[src/rtl/pcm_stream_mixer.sv]
// -----------------------------------------------------------------------------
// pcm_stream_mixer
//
// Sample-rate mixer between several 8-bit unsigned PCM sources and one PWM
// audio stage. Each channel keeps the newest sample it accepted. Once every DIV
// clock cycles the enabled channels are summed, one channel per cycle, each
// with its own arithmetic-shift attenuation. The mixed sample is then offered
// downstream on a valid/ready handshake and held between updates.
//
// Optional feature macro: PCM_MIX_SAT_EN
//   defined   : the sum is saturated to [-128, 127] (full loudness, hard clip)
//   undefined : the sum is divided by NCH with an arithmetic shift (never clips)
//
// Parameters
//   NCH  channel count, power of two, 2..8
//   DIV  sample period in clk cycles, >= NCH+3
//
// Ports
//   clk      in   system clock
//   rst_n    in   asynchronous active-low reset
//   ch_en    in   [NCH]    per-channel mix enable
//   gain     in   [2*NCH]  per-channel right shift 0..3, channel i in [2i+1:2i]
//   pcm_in   in   [8*NCH]  channel i sample in [8i+7:8i], 0x80 = silence
//   pcm_vld  in   [NCH]    per-channel sample valid
//   pcm_rdy  out  [NCH]    per-channel ready (no unconsumed sample held)
//   mix_out  out  [8]      mixed sample, 0x80 = silence
//   mix_vld  out           mixed sample valid
//   mix_rdy  in            downstream ready
//   overrun  out           sticky: a sample tick arrived while busy
// -----------------------------------------------------------------------------
module pcm_stream_mixer #(
   parameter int NCH = 4,
   parameter int DIV = 512
) (
   input  logic               clk,
   input  logic               rst_n,
   input  logic [NCH-1:0]     ch_en,
   input  logic [2*NCH-1:0]   gain,
   input  logic [8*NCH-1:0]   pcm_in,
   input  logic [NCH-1:0]     pcm_vld,
   output logic [NCH-1:0]     pcm_rdy,
   output logic [7:0]         mix_out,
   output logic               mix_vld,
   input  logic               mix_rdy,
   output logic               overrun
);

   localparam int LG = $clog2(NCH);
   localparam int AW = 9 + LG;
   localparam int TW = $clog2(DIV);
   localparam logic [LG-1:0] LAST_IDX = LG'(NCH - 1);
   localparam logic [TW-1:0] TICK_CNT = TW'(DIV - 1);

`ifdef PCM_MIX_SAT_EN
   localparam logic signed [AW-1:0] SAT_HI = AW'(127);
   localparam logic signed [AW-1:0] SAT_LO = AW'(-128);
`endif

   typedef enum logic [1:0] {
      ST_IDLE  = 2'd0,
      ST_ACCUM = 2'd1,
      ST_OUT   = 2'd2
   } state_t;

   state_t                 state_q, state_d;
   logic [TW-1:0]          tcnt_q, tcnt_d;
   logic [LG-1:0]          idx_q, idx_d;
   logic signed [AW-1:0]   acc_q, acc_d;
   logic [7:0]             hold_q [NCH];
   logic [7:0]             hold_d [NCH];
   logic [NCH-1:0]         fresh_q, fresh_d;
   logic [7:0]             mix_out_q, mix_out_d;
   logic                   mix_vld_q, mix_vld_d;
   logic                   overrun_q, overrun_d;

   logic                   tick_s;
   logic                   last_s;
   logic signed [8:0]      smp_s;
   logic signed [8:0]      contrib_s;
   logic signed [AW-1:0]   acc_nxt_s;

   logic [1:0]             gain_a [NCH];
   logic [7:0]             pcm_a  [NCH];

   // Unpack the flat per-channel buses into arrays indexed by channel number.
   for (genvar g = 0; g < NCH; g++) begin : g_unpack
      assign gain_a[g] = gain[2*g +: 2];
      assign pcm_a[g]  = pcm_in[8*g +: 8];
   end

   // Turn the signed sum into the unsigned offset-binary output sample.
   // A signed 8-bit value plus 128 is the same bits with the MSB inverted.
   function automatic logic [7:0] to_offset(input logic signed [AW-1:0] a);
      logic signed [7:0] c;
`ifdef PCM_MIX_SAT_EN
      if (a > SAT_HI) begin
         c = 8'sh7F;
      end else if (a < SAT_LO) begin
         c = 8'sh80;
      end else begin
         c = 8'(a);
      end
`else
      // The sum of NCH values in [-128,127] shifted by log2(NCH) always fits.
      c = 8'(a >>> LG);
`endif
      return {~c[7], c[6:0]};
   endfunction

   assign tick_s = (tcnt_q == TICK_CNT);
   assign last_s = (idx_q == LAST_IDX);

   // Contribution of the channel currently being accumulated.
   always_comb begin
      smp_s     = $signed({1'b0, hold_q[idx_q]}) - 9'sd128;
      contrib_s = smp_s >>> gain_a[idx_q];
      if (ch_en[idx_q]) begin
         acc_nxt_s = acc_q + $signed({{LG{contrib_s[8]}}, contrib_s});
      end else begin
         acc_nxt_s = acc_q;
      end
   end

   // FSM state register.
   always_ff @(posedge clk or negedge rst_n) begin
      if (!rst_n) begin
         state_q <= ST_IDLE;
      end else begin
         state_q <= state_d;
      end
   end

   // FSM next-state logic.
   always_comb begin
      state_d = state_q;
      case (state_q)
         ST_IDLE: begin
            if (tick_s) begin
               state_d = ST_ACCUM;
            end else begin
               state_d = ST_IDLE;
            end
         end
         ST_ACCUM: begin
            if (last_s) begin
               state_d = ST_OUT;
            end else begin
               state_d = ST_ACCUM;
            end
         end
         ST_OUT: begin
            if (mix_rdy) begin
               state_d = ST_IDLE;
            end else begin
               state_d = ST_OUT;
            end
         end
         default: begin
            state_d = ST_IDLE;
         end
      endcase
   end

   // FSM outputs and datapath next-state values.
   always_comb begin
      tcnt_d    = tick_s ? {TW{1'b0}} : tcnt_q + TW'(1);
      idx_d     = idx_q;
      acc_d     = acc_q;
      hold_d    = hold_q;
      fresh_d   = fresh_q;
      mix_out_d = mix_out_q;
      mix_vld_d = mix_vld_q;
      overrun_d = overrun_q;

      case (state_q)
         ST_IDLE: begin
            if (tick_s) begin
               idx_d = {LG{1'b0}};
               acc_d = {AW{1'b0}};
            end else begin
               idx_d = idx_q;
            end
         end
         ST_ACCUM: begin
            acc_d          = acc_nxt_s;
            fresh_d[idx_q] = 1'b0;
            idx_d          = idx_q + LG'(1);
            if (last_s) begin
               mix_out_d = to_offset(acc_nxt_s);
               mix_vld_d = 1'b1;
            end else begin
               mix_vld_d = mix_vld_q;
            end
         end
         ST_OUT: begin
            if (mix_rdy) begin
               mix_vld_d = 1'b0;
            end else begin
               mix_vld_d = 1'b1;
            end
         end
         default: begin
            mix_vld_d = 1'b0;
         end
      endcase

      // A tick that finds the mixer busy is lost for good.
      if (tick_s && (state_q != ST_IDLE)) begin
         overrun_d = 1'b1;
      end else begin
         overrun_d = overrun_q;
      end

      // Capture comes after the ACCUM clear so a same-cycle capture leaves
      // fresh set; the ACCUM read above already used the old hold value.
      for (int i = 0; i < NCH; i++) begin
         if (pcm_vld[i] && !fresh_q[i]) begin
            hold_d[i]  = pcm_a[i];
            fresh_d[i] = 1'b1;
         end else begin
            hold_d[i]  = hold_d[i];
         end
      end
   end

   // Datapath registers.
   always_ff @(posedge clk or negedge rst_n) begin
      if (!rst_n) begin
         tcnt_q    <= {TW{1'b0}};
         idx_q     <= {LG{1'b0}};
         acc_q     <= {AW{1'b0}};
         fresh_q   <= {NCH{1'b0}};
         mix_out_q <= 8'h80;
         mix_vld_q <= 1'b0;
         overrun_q <= 1'b0;
         for (int i = 0; i < NCH; i++) begin
            hold_q[i] <= 8'h80;
         end
      end else begin
         tcnt_q    <= tcnt_d;
         idx_q     <= idx_d;
         acc_q     <= acc_d;
         fresh_q   <= fresh_d;
         mix_out_q <= mix_out_d;
         mix_vld_q <= mix_vld_d;
         overrun_q <= overrun_d;
         for (int i = 0; i < NCH; i++) begin
            hold_q[i] <= hold_d[i];
         end
      end
   end

   assign pcm_rdy = ~fresh_q;
   assign mix_out = mix_out_q;
   assign mix_vld = mix_vld_q;
   assign overrun = overrun_q;

endmodule

[config.mk]
export PLATFORM = sky130hd
export DESIGN_NAME = pcm_stream_mixer
export DESIGN_NICKNAME = d
export VERILOG_FILES = /design/src/rtl/pcm_stream_mixer.sv
export SDC_FILE = /design/constraint.sdc
export NUM_CORES = 1
export LEC_CHECK = 0
export CAP_MARGIN = 10
export CORE_MARGIN = 5
export CORE_UTILIZATION = 53
export CTS_CLUSTER_SIZE = 20
export DETAILED_ROUTE_END_ITERATION = 8
export PLACE_DENSITY = 0.76
export SKIP_CTS_REPAIR_TIMING = 1
export SLEW_MARGIN = 20
export SYNTH_ARGS = -nofsm -noshare
export SYNTH_HDL_FRONTEND = slang
export SYNTH_SLANG_ARGS = --single-unit
export TNS_END_PERCENT = 30
[constraint.sdc]
create_clock -name clk -period 3.9 [get_ports clk]
set_input_delay 0.975 -clock clk [delete_from_list [all_inputs] [get_ports clk]]
set_output_delay 0.975 -clock clk [all_outputs]
set_load 0.02 [all_outputs]
==> flow_summary.toml, run 1 <==
[sta]
relSlewSlack = 0.3763
worst_pin_slew_ns = 0.9336
fin_worst_skew_ns = 0.004835
period_share = 0.9658
finalMaxSlewViolations = 0
rsz0062_at_grt = "false"
fin_tns_setup_ns = 0
fin_crit_ns = 3.767
clock.fmax_ghz = 0.2655
hold_viol_final = 0
setup_viol = 0

[placement]
hpwl_um = 6354
dp.cells = 485
gp_congestion = 0.8309
postPlaceCellArea_um2 = 4559
port-buffer-count = 64

[global_routing]
antenna_found_initial = 0
grt-ovfl-total = 0
track_usage = 0.2136
grt_pass1_vias = 2999
grt_pass1_wl_um = 14370
busiest_layer = "met2"
grt_use_met3 = 0.04647
grt_max_degree = 38
globalRouteMet1Util = 0.2507
gr-usage-met2 = 0.3779

[die]
rows = 30
io_pins = 65
die-area_um2 = 8783
die_y_um = 93.72
start_util = 0.5468
die_x_um = 93.72
core_area_um2 = 6794

[logic_synthesis]
ys_warn_count = 0
synthArstFlopShare = 1.000
synthTopCellsByArea = "dfrtp_1 (43%), mux2_2 (10%), ha_1 (6.4%)"
synth_edf_count = 0
netlist_area_um2 = 3715
yosys.area.top_type = "dfrtp_1"
yosysTopAreaCellShare = 0.4311
synth-seq-cells = 69
synth-main-ff-cell = "dfrtp_1"
syn-num-nets = 392
synth_cell_types = 41
netlist_instances = 321
syn_avg_cell_area_um2 = 11.57
synth_seq_area_share = 0.4665

[finish]
fin_nets = 473
area_growth_pct = 31.63
fin_cells = 503
diodes = 0
drive_above_1_share = 0.2359
final_area_um2 = 4890
fillerInstances = 502

[power_and_ir_drop]
p_leak_nw = 2.158
ir_drop_mv = 0.2401
p_sw_uw = 437.9
p_clk_frac = 0.418
p_per_area_nw_per_um2 = 387.0
pwr-share-seq = 0.432
internal_power_mw = 1.455
switching_share = 0.2314
combPwrFrac = 0.149

[flow_run]
maxCapViolations = 0

[detailed_routing]
first_pass_iters = 4
vias = 2832
vias_per_cell = 5.630
drtAntennaViolNets = 0
wirelength_um = 8994
drc = 0
wire_per_inst_um = 17.88
drt_iter0_drc = 103

[run_status]
outcome = "completed"

[cts]
numCtsBuffers = 9
htree_levels = 3
clk_path_buf_depth = 2
cts.sinks = 69
clk_pin_slew_ns = 0.08
clk_latency_ns = 0.35
cts_tree = "built"
clockRootBuffer = "clkbuf_8"

[worst_setup_path]
critPathMaxFanout = 6
slowest_stage = "or4_4"
path_class = "in2reg"
critPathMaxStageDelay_ns = 0.57
crit_path_start = "gain[1]"
cp_cell_sequence = "clkdlybuf4s50_1 -> mux4_2 -> buf_4 -> mux2i_1 -> ha_1 -> a21o_1 -> a21oi_2 -> a211oi_2 -> or4_4 -> and3_4 -> o31ai_2"
start_kind = "input port"
r2r-start = "idx_q[0]$_DFFE_PN0P_"
arrival_ns = 4.04
crit_required_ns = 4.17
critPathBufInv = 2
crit_family = "simple AND/OR/NAND/NOR gates"
worst_setup_path_end_kind = "flip-flop"

[min_path]
hp-class = "reg2reg"
hp-start = "tcnt_q[0]$_DFF_PN0_"
## cell usage in the layout, fill, tap and decap left out, types with 11 or more instances in the layout
cell	instances
nor2_1	14
mux2i_1	11
ha_1	19
dfrtp_1	63
mux2_2	33
a21oi_1	13
inv_1	16
clkdlybuf4s50_1	59
o21ai_0	20
mux4_2	11
nand2_1	26
buf_4	19
## routing by layer
layer,vias to the layer above,part of all wire
met3,13,0.058
met4,0,0.017
met5,-,0
li1,1321,-
met1,1416,0.41
met2,82,0.51
## power by group through the flow
stage / logic [mW] / registers [mW] / clock network (mW)
after floorplan: 0.156 / 0.817 / 0
after global placement: 0.265 / 0.826 / 0
after detailed placement: 0.275 / 0.830 / 0
after CTS: 0.278 / 0.818 / 0.800
after global routing: 0.311 / 0.825 / 0.830
final: 0.283 / 0.818 / 0.792
## state kept, by name (all words and copies together), names as in the netlist
signal and flops:
overrun 1, mix_vld 1, tcnt_q 9, hold_q 32, state_q 2, idx_q 2
acc_q 10, mix_out 8, fresh_q 4
## layout make-up
| class | count | area, um^2 | area share |
|---|---|---|---|
| well taps | 96 | 120.1 | 0.02456 |
| clock buffers | 10 | 137.6 | 0.02815 |
| multi-input cells | 222 | 1896 | 0.3877 |
| flip-flops and latches | 69 | 1734 | 0.3547 |
| inverters | 16 | 60.06 | 0.01228 |
| repair buffers | 84 | 808.3 | 0.1653 |
| clock inverters | 6 | 133.9 | 0.02738 |
## cell usage after synthesis (2+ instances only)
| cell | number |
|---|---|
| dfrtp_1 | 64 |
| mux2_2 | 33 |
| nand2_1 | 26 |
| o21ai_0 | 21 |
| ha_1 | 19 |
| inv_1 | 16 |
| a21oi_1 | 14 |
| nor2_1 | 14 |
| mux2i_1 | 13 |
| clkbuf_1 | 10 |
| mux4_2 | 9 |
| nor2b_1 | 9 |
| a31oi_1 | 6 |
| nand2b_1 | 6 |
| a22o_1 | 5 |
| dfstp_2 | 5 |
| nand3_1 | 5 |
| xor2_1 | 5 |
| a211oi_1 | 4 |
| a21o_1 | 4 |
| xnor2_1 | 4 |
| a32o_1 | 3 |
| or3_1 | 3 |
| buf_1 | 2 |
| buf_2 | 2 |
| mux4_1 | 2 |
| nor3b_1 | 2 |
| o221ai_1 | 2 |
## cell families (layout without fill, tap and decap cells)
logic type | after synthesis | count (layout) | share of synthesized area
adders and majority gates | 20 | 20 | 0.06938
and+or+nand+nor | 70 | 70 | 0.09330
AOI/OAI and AO/OA | 65 | 65 | 0.1118
xor gates and xnor gates | 9 | 9 | 0.02122
buffers and inverters | 31 | 116 | 0.03402
DFF | 69 | 69 | 0.4665
muxes | 57 | 58 | 0.2038
## worst paths after layout
kind | slack (ns) | to | depth (start not counted)
worst max-delay path | 0.13 | mix_out[7]$_DFFE_PN1P_ | 11
worst min-delay path | 0.46 | tcnt_q[0]$_DFF_PN0_ | 1
worst max register to register | 0.35 | mix_out[7]$_DFFE_PN1P_ | 11
worst min register to register | 0.46 | tcnt_q[0]$_DFF_PN0_ | 1
max in group asynchronous | 2.48 | hold_q[31]$_DFFE_PN1P_ | 2
min in group asynchronous | 0.70 | acc_q[5]$_DFFE_PN0P_ | 1
## worst register-to-register path, stage by stage, from the launching register on
cell,delay [ns]
dfrtp_2,0.55
buf_4,0.24
mux4_2,0.56
mux2i_2,0.22
mux2i_1,0.14
ha_1,0.36
a21o_1,0.20
a21oi_2,0.15
a211oi_2,0.10
or4_4,0.57
and3_4,0.20
o31ai_2,0.16
## metrics by stage
step / utilization / power (mW) / hold slack [ns] / setup slack (ns)
final: 0.7197 / 1.893 / 0.4605 / 0.1335
after global routing: 0.7197 / 1.965 / 0.4830 / 0.02043
after CTS: 0.7111 / 1.896 / 0.4631 / -0.007009
after detailed placement: 0.6711 / 1.105 / 0.4478 / -0.3184
after global placement: 0.6711 / 1.090 / 0.4420 / -0.2124
after floorplan: - / 0.9736 / 0.4248 / 0.2098
Power figures use the tool's default switching activity.
==> run 2: changes to the inputs <==
- CORE_MARGIN: 5 -> unset
- CTS_CLUSTER_DIAMETER: unset -> 80
- RECOVER_POWER: unset -> 100
==> run 2 against run 1 <==
The flow now finishes with violations (capacitance limit, slew limit). Sequential share of layout area rose by 0.065 points. Non-clock buffer count rose by 5. Worst setup slack improved by 0.014 ns. Global-route usage rose by 2.7 points. Critical path type unchanged. Critical path depth rose by 1. Worst hold slack barely moved. Clock skew rose by 0.0052 ns. Combinational power barely moved. Clock power fell by 17%.
==> flow_summary.toml, run 2 (same netlist as run 1, synthesis figures left out) <==
[cts]
numCtsBuffers = 9
cts.sinks = 69
clk_latency_ns = 0.35
clk_path_buf_depth = 2
cts_tree = "built"
clockRootBuffer = "clkbuf_8"
htree_levels = 3
clk_pin_slew_ns = 0.07

[finish]
regMostFlops = "hold_q"
drive_above_1_share = 0.2403
utilization = 0.7179
largest_reg_flops = 32
diodes = 0
top_regs = "hold_q (32), acc_q (10), tcnt_q (9)"
area_growth_pct = 31.29
final_common_cell = "dfrtp_1"
layout_common_cells = "dfrtp_1 (64), clkdlybuf4s50_1 (41), mux2_2 (32)"
fin_nets = 478

[min_path]
hp-class = "reg2reg"
hp-start = "overrun$_DFFE_PN0P_"
min_to = "overrun$_DFFE_PN0P_"
min_path_cells = 1

[sta]
relSlewSlack = -0.3703
fin_worst_skew_ns = 0.01003
hold_viol_final = 0
finalMaxSlewViolations = 39
setup_viol = 0
fin_crit_ns = 3.752
period_share = 0.9621
clock.fmax_ghz = 0.2665
worst_pin_slew_ns = 2.055

[worst_setup_path]
reg2reg_depth = 11
crit_required_ns = 4.14
arrival_ns = 4.00
critPathMaxFanout = 5
worst_setup_path_end_kind = "flip-flop"
start_kind = "input port"
r2r-start = "idx_q[0]$_DFFE_PN0P_"
r2r-end = "mix_out[7]$_DFFE_PN1P_"
path_class = "in2reg"
reg2reg_slack_ns = 0.24

[die]
start_util = 0.5468
die_x_um = 85.72
die_y_um = 85.72
io_pins = 65
die-area_um2 = 7348
rows = 30
core_area_um2 = 6794

[detailed_routing]
wirelength_um = 8176
drt_iter0_drc = 85
vias_per_cell = 5.465
drtAntennaViolNets = 0
first_pass_iters = 4
vias = 2776
wire_per_inst_um = 16.09
drc = 0

[run_status]
violations = "capacitance limit, slew limit"
outcome = "finished, violations left"

[global_routing]
antenna_found_initial = 0
grt_pass1_vias = 2774
grt_max_degree = 39
grt-ovfl-total = 0
grt_pass1_wl_um = 13370
track_usage = 0.2409

[power_and_ir_drop]
ir_drop_mv = 0.2434
p_total_mw = 1.759
p_per_area_nw_per_um2 = 360.6
p_leak_nw = 2.158

[placement]
hpwl_um = 5956
gp_congestion = 0.8641
port-buffer-count = 64

[flow_run]
maxCapViolations = 1
run 2: cell types whose count changed in the layout (fill, tap and decap cells not counted), moves of 2 or more:
cell | before | now
a21oi_1 | 13 | 11
bufinv_16 | 4 | 2
clkbuf_1 | 0 | 7
a21oi_2 | 1 | 3
clkdlybuf4s50_1 | 59 | 41
dlygate4sd3_1 | 0 | 18
run 2: metrics by stage:
| step | hold slack, ns | worst slack [ns] | area (um^2) | cells | setup TNS [ns] |
|---|---|---|---|---|---|
| global placement | 0.4389 | -0.1857 | 4562 | 487 | -0.7963 |
| detailed placement | 0.4431 | -0.3097 | 4562 | 487 | -1.574 |
| global route | 0.5037 | -0.01019 | 4877 | 508 | -0.01019 |
| floorplan | 0.4248 | 0.2098 | 3715 | 321 | 0 |
| CTS | 0.4695 | 0.05231 | 4786 | 503 | 0 |
| finish | 0.4607 | 0.1477 | 4877 | 508 | 0 |
run 2: layout make-up:
| class | instances | area, um^2 |
|---|---|---|
| Multi-Input combinational cell | 222 | 1931 |
| Clock buffer | 10 | 137.6 |
| Inverter | 16 | 60.06 |
| Fill cell | 478 | 1917 |
| Timing Repair Buffer | 89 | 809.5 |
| Clock inverter | 6 | 86.33 |
| Sequential cell | 69 | 1733 |
| Tap cell | 96 | 120.1 |
run 2: power by group:
part	switching [mW]	total (mW)	internal, mW
registers	0.0324	0.816	0.783
logic	0.117	0.285	0.168
clock network	0.282	0.658	0.376
run 2: worst max-delay path by stage:
stage	start	to	slack, ns	cells after the start
floorplan	gain[6]	acc_q[8]$_DFFE_PN0P_	0.21	14
global placement	gain[6]	mix_out[7]$_DFFE_PN1P_	-0.19	11
detailed placement	gain[0]	acc_q[8]$_DFFE_PN0P_	-0.31	11
CTS	gain[0]	acc_q[8]$_DFFE_PN0P_	0.05	14
global route	idx_q[0]$_DFFE_PN0P_	mix_out[7]$_DFFE_PN1P_	-0.01	11
finish	gain[5]	acc_q[8]$_DFFE_PN0P_	0.15	12
run 2: worst max-delay path, cell delays in order:
cell and delay (ns):
clkdlybuf4s50_1 0.40, mux4_1 0.59, clkbuf_4 0.19, nor2_1 0.12, nand2_1 0.07, o21ai_0 0.12, ha_1 0.34, nor2b_1 0.15
o31a_1 0.28, or3_1 0.33, a31o_2 0.25, a22o_1 0.17
run 2: layer usage:
| layer | track usage | routed length [um] | vias up |
|---|---|---|---|
| met1 | 0.3137 | 3753 | 1372 |
| met2 | 0.3876 | 3971 | 61 |
| li1 | - | - | 1331 |
| met4 | 0.1182 | 149 | 0 |
| met3 | 0.04812 | 302 | 12 |
| met5 | 0 | 0 | - |
==> run 3: changes to the inputs <==
- CORE_ASPECT_RATIO: unset -> 0.9
- SKIP_LAST_GASP: unset -> 1
- TNS_END_PERCENT: 30 -> 50
==> run 3 against run 2 <==
Largest cell class unchanged. Sequential cell count did not move. The flow still finishes with violations (capacitance limit, slew limit). Fmax about the same. Critical path depth grew 1.
==> flow_summary.toml, run 3 (same netlist as run 1, synthesis figures left out) <==
[global_routing]
track_usage = 0.2436
busiest_layer = "met2"
grt_use_met3 = 0.06574
grt_pass1_vias = 2812
grt_pass1_wl_um = 13600
grt-ovfl-total = 0
antenna_found_initial = 0
grt_max_degree = 51
globalRouteMet1Util = 0.3068
gr-usage-met2 = 0.4107

[cts]
clockRootBuffer = "clkbuf_8"
cts_tree = "built"
clk_path_buf_depth = 2
cts.sinks = 69
htree_levels = 3
clk_latency_ns = 0.36
numCtsBuffers = 9
clk_pin_slew_ns = 0.08

[worst_setup_path]
critPathMaxStageDelay_ns = 0.58
worst_setup_path_end_kind = "flip-flop"
start_kind = "input port"
critPathMaxFanout = 5
crit_path_start = "gain[1]"
cp_cell_sequence = "clkdlybuf4s50_1 -> mux4_2 -> buf_4 -> nor2_1 -> nand2_1 -> o21ai_1 -> ha_1 -> nand2_1 -> buf_4 -> a211oi_1 -> or4_4 -> and3_1 -> o31ai_2"
path_class = "in2reg"
r2r-start = "idx_q[1]$_DFFE_PN0P_"
crit_required_ns = 4.17
arrival_ns = 4.03
slowest_stage = "or4_4"

[power_and_ir_drop]
ir_drop_mv = 0.2896
internal_power_mw = 1.445
p_total_mw = 1.880
p_sw_uw = 434.6
p_per_area_nw_per_um2 = 383.9
combPwrFrac = 0.151
p_leak_nw = 2.180
p_clk_frac = 0.416
switching_share = 0.2312
pwr-share-seq = 0.433

[finish]
drive_above_1_share = 0.2384
fin_nets = 477
largest_reg_flops = 32
fin_cells = 501
regMostFlops = "hold_q"
diodes = 0
fillerInstances = 467
area_growth_pct = 31.80
final_common_cell = "dfrtp_1"
layout_common_cells = "dfrtp_1 (63), clkdlybuf4s50_1 (41), mux2_2 (32)"
top_regs = "hold_q (32), acc_q (10), tcnt_q (9)"

[min_path]
hp-start = "tcnt_q[0]$_DFF_PN0_"
hp-class = "reg2reg"

[placement]
dp.cells = 477
port-buffer-count = 64
hpwl_um = 5970
gp_congestion = 0.8007

[sta]
period_share = 0.9622
fin_tns_setup_ns = 0
fin_crit_ns = 3.753
finalMaxSlewViolations = 51
relSlewSlack = -0.7398
setup_viol = 0
clock.fmax_ghz = 0.2665
worst_pin_slew_ns = 2.610
fin_worst_skew_ns = 0.007803
hold_viol_final = 0

[die]
start_util = 0.5552
die-area_um2 = 7349
core_area_um2 = 6691
die_x_um = 90.25
die_y_um = 81.43
rows = 28
io_pins = 65

[run_status]
violations = "capacitance limit, slew limit"
outcome = "finished, violations left"

[detailed_routing]
vias = 2828
wire_per_inst_um = 16.50
drtAntennaViolNets = 0
first_pass_iters = 4
wirelength_um = 8266
drc = 0
vias_per_cell = 5.645
drt_iter0_drc = 146

[flow_run]
maxCapViolations = 1
run 3: cell count changes in the layout (fill, tap and decap cells not counted), moves of 2 or more:
cell and delta:
bufinv_16 +2, clkbuf_1 -3, a21oi_1 +3, clkinv_2 -2
inv_6 +2, buf_6 +2, a21oi_2 -3
run 3: power by group through the flow:
stage                     registers [mW]  clock network (mW)  logic (mW)
after global routing               0.823               0.818       0.312
after CTS                          0.815               0.795       0.270
final                              0.814               0.781       0.284
after detailed placement           0.830                   0       0.268
after floorplan                    0.817                   0       0.156
after global placement             0.825                   0       0.261
run 3: cell type report:
type,instances,area [um^2],share of cell area
multi-input cells,221,1894,0.3869
clock buffers,9,123.9,0.02530
clock inverters,7,145.1,0.02964
inverters,16,60.06,0.01227
well taps,90,112.6,0.02300
flip-flops and latches,69,1734,0.3542
repair buffers,89,825.8,0.1687
run 3: worst paths after layout:
path	endpoint	slack (ns)	cells past startpoint
setup / recovery	mix_out[7]$_DFFE_PN1P_	0.15	13
hold / removal	tcnt_q[0]$_DFF_PN0_	0.46	1
setup reg to reg	mix_out[7]$_DFFE_PN1P_	0.24	12
hold reg to reg	tcnt_q[0]$_DFF_PN0_	0.46	1
max in group asynchronous	idx_q[0]$_DFFE_PN0P_	0.80	1
min in group asynchronous	state_q[1]$_DFF_PN0_	1.43	1
run 3: metrics by stage:
stage	worst slack [ns]	util	hold WS (ns)	area [um^2]
2_1_floorplan	0.2098	-	0.4248	3715
3_3_place_gp	-0.2033	0.6761	0.4386	4524
3_5_place_dp	-0.2726	0.6761	0.4506	4524
4_1_cts	0.1104	0.7163	0.4611	4793
5_1_grt	-0.05121	0.7317	0.4769	4896
6_report	0.1474	0.7317	0.4620	4896
run 3: critical path, delay by kind of cell:
family                     cells  cell delay [ns]
adders and majority gates      1             0.33
and+or+nand+nor                5             1.10
AOI/OAI and AO/OA              3             0.39
muxes                          1             0.52
buffers and inverters          3             0.71
run 3: layer usage:
layer	vias up	wire [um]	part of all wire
met5	-	0	0
met3	17	361	0.044
li1	1331	-	-
met4	0	151	0.018
met1	1414	3721	0.45
met2	66	4032	0.49
